File: src/rtl/friscv_pmp_pkg.sv
// Shared PMP encodings: cfg byte fields, privilege levels, access types.
package friscv_pmp_pkg;

  typedef enum logic [1:0] {
    PMP_OFF   = 2'd0,
    PMP_TOR   = 2'd1,
    PMP_NA4   = 2'd2,
    PMP_NAPOT = 2'd3
  } pmp_a_e;

  localparam int PMP_L     = 7;
  localparam int PMP_A_MSB = 4;
  localparam int PMP_A_LSB = 3;
  localparam int PMP_X     = 2;
  localparam int PMP_W     = 1;
  localparam int PMP_R     = 0;

  localparam logic [1:0] PRIV_U = 2'd0;
  localparam logic [1:0] PRIV_S = 2'd1;
  localparam logic [1:0] PRIV_M = 2'd3;

  localparam logic [2:0] ACC_R = 3'b001;
  localparam logic [2:0] ACC_W = 3'b010;
  localparam logic [2:0] ACC_X = 3'b100;

  typedef struct packed {
    logic       allow;
    logic       match;
    logic [3:0] region;
  } pmp_rsp_t;

  function automatic logic acc_legal(logic [2:0] t);
    return (t == ACC_R) || (t == ACC_W) || (t == ACC_X);
  endfunction

endpackage

File: src/rtl/friscv_pmp_region.sv
// Single PMP entry matcher: address-range hit plus effective R/W/X bits.
module friscv_pmp_region
  import friscv_pmp_pkg::*;
#(
  parameter int XLEN = 32
) (
  input  logic [7:0]      cfg,
  input  logic [XLEN-1:0] addr,
  input  logic [XLEN-1:0] prev_addr,
  input  logic [XLEN-1:0] a,
  output logic            match,
  output logic [2:0]      rwx
);

  logic [XLEN-1:0] mask;
  logic            cfg_unused;

  // NAPOT: trailing ones of addr plus the next zero form the don't-care mask
  assign mask       = addr ^ (addr + XLEN'(1));
  assign cfg_unused = ^cfg[7:5];

  always_comb begin
    match = 1'b0;
    case (pmp_a_e'(cfg[PMP_A_MSB:PMP_A_LSB]))
      PMP_TOR:   match = (a >= prev_addr) && (a < addr);
      PMP_NA4:   match = (a == addr);
      PMP_NAPOT: match = ((a | mask) == (addr | mask));
      default:   match = 1'b0;
    endcase
  end

  // W without R is reserved: both read and write are withheld
  assign rwx = {cfg[PMP_X], cfg[PMP_W] & cfg[PMP_R], cfg[PMP_R]};

endmodule

File: config.mk
export PLATFORM = sky130hd
export DESIGN_NAME = friscv_pmp_region
export DESIGN_NICKNAME = d
export VERILOG_FILES = /design/src/rtl/friscv_pmp_pkg.sv /design/src/rtl/friscv_pmp_region.sv
export SDC_FILE = /design/constraint.sdc
export NUM_CORES = 1
export LEC_CHECK = 0
export CAP_MARGIN = 20
export CORE_MARGIN = 10
export CORE_UTILIZATION = 44
export DETAILED_ROUTE_END_ITERATION = 8
export GPL_ROUTABILITY_DRIVEN = 0
export PLACE_DENSITY_LB_ADDON = 0.3
export SYNTH_ARGS = -nofsm -noshare
export SYNTH_HDL_FRONTEND = slang
export SYNTH_SLANG_ARGS = --single-unit
File: constraint.sdc
create_clock -name vclk -period 2.7
set_clock_uncertainty 0.05 [all_clocks]
set_input_delay 0.27 -clock vclk [all_inputs]
set_output_delay 0.27 -clock vclk [all_outputs]
set_load 0.02 [all_outputs]
======== Word level (Yosys, flattened, before mapping) ========
Cells that the tools add are included.
word-level totals
  bits in registers ....................... 0
  input bits .............................. 104
operators by class
  add/sub/neg operators ................... 1
  magnitude comparators ................... 2
  eq/ne operators ......................... 5
  multiplexer cells ....................... 1
  bitwise gates (word level) .............. 4
  reduce and logical (&&, ||, !) cells .... 1
operators with widths
  cell                                                  count
  equality test 32 bit                                  2
  OR 32 bit                                             2
  adder 32 x 1 -> 32 bit (second input constant)        1
  greater-or-equal comparator 32 bit                    1
  less-than comparator 32 bit                           1
  bitwise XOR 32 bit                                    1
  equality test 2 bit (second input constant)           2
  case mux 1 bit (3 select lines)                       1
  equality test 2 x 1 -> 1 bit (second input constant)  1
  AND 1 bit                                             1
  logical AND 1 bit                                     1

======== Depth between registers and ports, before layout ========
Gate-level depths: netlist of run 1.
  word-level depth ........................ 5
  mapped depth ............................ 15
  gate-level depth less buffers ........... 15

======== Worst setup path after synthesis of run 1 ========
OpenSTA, ideal clock, no wires.
  path type ............................... input to output
  from .................................... input addr[20]
  to ...................................... output match
  arrival ................................. 2.834 ns
  required time ........................... 2.380 ns
  path slack .............................. -0.454 ns
  stages .................................. 15
  buffers on the path ..................... 0
  path through ............................ inv_1 nor4_4 and3_4 nand3_2 nor2_2 and3_1 nand3_1 ha_1 xor2_1 nor2_1 xnor2_1 nand4_1 nor4_1 a21oi_1 nor4_2
between the ends
  cells in the longest elaborated chain, start to end .. 5
  elaborated cells between the ends (all ways) .. 9
  those cells by class .................... 1 x add/sub; 1 x order compare; 2 x eq/ne; 1 x mux; 3 x bitwise; 1 x reduce/logical
ends and longest elaborated chain
  element                              line                     RTL
  start: declaration                   friscv_pmp_region.sv:8   input logic [XLEN-1:0] addr,
  adder 32 x 1 -> 32 bit               friscv_pmp_region.sv:19  assign mask = addr ^ (addr + XLEN'(1));
  bitwise XOR 32 bit                   friscv_pmp_region.sv:19
  OR 32 bit                            friscv_pmp_region.sv:27  PMP_NAPOT: match = ((a | mask) == (addr | mask));
  equality test 32 bit                 friscv_pmp_region.sv:27
  case mux 1 bit (3 select lines) (*)  friscv_pmp_region.sv:24  case (pmp_a_e'(cfg[PMP_A_MSB:PMP_A_LSB]))
  end: declaration                     friscv_pmp_region.sv:11  output logic match,
Mark *: on every way between the ends. The rest lies on a longest branch, timed or not.

======== Worst setup path after layout of run 1 ========
  from .................................... input addr[6]
  to ...................................... output match
Same word-level chain as after synthesis.

==> results of run 1 <==
==> worst paths after layout <==
check / from / to / slack (ns) / depth (start not counted)
setup / recovery: addr[6] / match / -0.74 / 18
hold / removal: cfg[2] / rwx[2] / 0.49 / 0
==> layer usage <==
layer / track usage / wire, um / up-vias
met4: 0.03636 / 403 / 0
met5: 0 / 0 / -
li1: - / - / 1859
met2: 0.3823 / 5941 / 108
met1: 0.2127 / 4400 / 1701
met3: 0.02279 / 562 / 26
==> stage by stage <==
step | TNS (ns) | utilization | setup WS, ns
finish | -0.7396 | 0.7730 | -0.7396
global placement | -1.619 | 0.7233 | -1.619
CTS | -0.7882 | 0.7483 | -0.7882
floorplan | -0.2585 | - | -0.2585
global route | -0.8979 | 0.7730 | -0.8979
detailed placement | -1.683 | 0.7233 | -1.683
==> placed cells by master (no fill, tap or decap), types with 3 or more instances in the layout <==
master	netlist	layout
nand3_4	0	3
clkbuf_2	0	3
xor2_1	31	31
dlygate4sd2_1	0	7
inv_2	1	6
and3_4	1	4
a21oi_1	20	19
buf_4	2	115
ha_1	96	90
xnor2_1	31	31
nor2_1	40	38
inv_1	67	60
a21o_1	14	14
nand4_1	25	25
buf_6	0	9
or3_1	3	3
nor2b_1	4	4
nor3_4	1	3
clkdlybuf4s50_1	0	79
nand2_1	20	18
nand3_1	14	10
o21ai_0	8	8
ha_4	0	6
==> cell usage after synthesis, types with 3 or more instances <==
master | count | area (um2)
ha_1 | 96 | 1201
inv_1 | 67 | 251.5
nor2_1 | 40 | 150.1
xnor2_1 | 31 | 271.5
xor2_1 | 31 | 271.5
nand4_1 | 25 | 156.4
a21oi_1 | 20 | 100.1
nand2_1 | 20 | 75.07
a21o_1 | 14 | 105.1
nand3_1 | 14 | 70.07
o21ai_0 | 8 | 40.04
nor2b_1 | 4 | 25.02
and3_1 | 3 | 18.77
nor3_1 | 3 | 15.01
or3_1 | 3 | 18.77
==> area by class of cell <==
type | instances | area, um2
repair buffers | 219 | 1896
multi-input cells | 340 | 2967
fillers | 484 | 1534
inverters | 68 | 260.3
well taps | 80 | 100.1
==> report_power, final <==
group / leakage (nW) / total (mW) / switching, mW / internal (mW)
combinational: 2.62 / 0.755 / 0.337 / 0.418
clock: 0 / 0 / 0 / 0
sequential: 0 / 0 / 0 / 0
total: 2.62 / 0.755 / 0.337 / 0.418
==> logic make-up after synthesis <==
group	count (synthesis)	synth area share
xor+xnor	62	0.1785
compound gates	53	0.1098
simple gates	129	0.2279
buf+inv	70	0.08885
fa+ha+maj	96	0.3949
==> repair_timing <==
| action | CTS | global route |
|---|---|---|
| gates resized for setup | 91 | 25 |
| setup buffers | 12 | 8 |
| setup endpoints to repair | 1 | 1 |
| pin swaps | 27 | 37 |
| hold endpoints to repair | 0 | 0 |
==> key figures, run 1 <==
Timing
  – Worst-margin pin slew: 0.3937 ns
  – Setup WS post-layout: -0.7396 ns
  – Fin. Hold Viols: 0
  – Min cycle time layout: ~3.4 ns
  – Fmax: 290.7 MHz
  – Crit share post-route: 1.274
  – RSZ-0062 raised after global routing: yes
  – Final Slew Violations: 0
  – Finish-stage setup viols: 1
  – Hold Slack: just under 0.5 ns
  – Slew HR: 0.7341

Floorplan
  – I/O pins: 108
  – Die ar.: about 0.011 mm2
  – Die X: between 100 and 150 um
  – Core ar.: approximately 0.0068 mm2
  – Starting Density: 0.4502
  – Rows: 30
  – Die H: 103.1 um

Detailed routing
  – # DRC: 0
  – DR vias: 3,694
  – Initial drt markers: 158
  – Vias per inst: 5.225
  – Routed Antenna Nets: 0
  – WL per Instance: ~16 um
  – DRT Wirelength: between 10 and 15 mm
  – Drt pass-1 iters: 4

Place
  – Final HPWL DP: 9.440 mm
  – Port Buf Inserts: 103
  – Post-Place Cell Area: 0.004887 mm2
  – Cells after DPL: roughly 700

Critical path
  – Critical Path Source Type: input pin
  – CP required: between 2 and 2.5 ns
  – Crit Path Max Fanout: 4
  – WS Path Type: in2out
  – Worst path cell trace: buf_6 > nand4_1 > buf_4 > nor2_4 > and3_4 > inv_4 > nor3_4 > buf_6 > nand3_1 > ha_1 > xor2_1 > nor2_1 > xnor2_1 > nand4_1 > nor4_2 > a21oi_2 > nor4_4 > buf_4
  – Critical path buffers and inverters: 5
  – Delay-heaviest family, CP: simple AND/OR/NAND/NOR gates
  – Crit-path max cell delay: 0.34 ns
  – Crit. End Element: output port
  – Crit-path slowest cell: nor4_2
  – Critical path arrival: about 3.1 ns

GRT
  – Overall Global Routing Usage: 0.1931
  – Vias in the first global route: 3,922
  – Initial antenna violation count: 0
  – Pin count of the biggest net entering global routing: 5
  – Wire length of the first global-routing pass: 17.10 mm
  – GRT overflow: 0

Synthesis
  – Syn Inst Count: ~400
  – Avg Synthesized Cell Area: roughly 7.4 um2
  – Distinct cells, synth: 36
  – Syn. warnings: 0
  – Syn nets: 610
  – Post-synthesis instance area: 0.003042 mm2
  – Sequential share of the synthesized area: 0

Finish
  – FF+latch count: 0
  – Area growth from synthesis to final layout: 71.70%
  – Fin cells: 707
  – Fin area: 0.005223 mm2
  – Layout cell share with drive strength beyond 1: 0.2695
  – Clkbuf count: 0
  – Storage element area: 0 um2
  – Antenna fix cells: 0
  – Nets: 829

Pwr
  – Power per Cell Area: ~140 mW/mm2
  – Max VDD drop: 0.07666 mV
  – Total Power: 755.2 uW
  – Leak: 2.617 nW

Outcome
  – Status: complete, but fails checks
  – Violated checks: setup timing

Min path
  – Hold crit path type: in2out

Clocking
  – Hold buffer count at cts: 0

Job
  – Max-Cap Viols: 0
(Power assumes the default switching activity.)
==> run 2, diff against run 1 <==
--- a/config.mk
+++ b/config.mk
@@ -5,7 +5,7 @@
 export SDC_FILE = /design/constraint.sdc
 export NUM_CORES = 1
 export LEC_CHECK = 0
-export CAP_MARGIN = 20
+export CAP_MARGIN = 25
 export CORE_MARGIN = 10
 export CORE_UTILIZATION = 44
 export DETAILED_ROUTE_END_ITERATION = 8
==> results of run 2 <==
The final DEF is identical to that of run 1; final timing and power are the same.
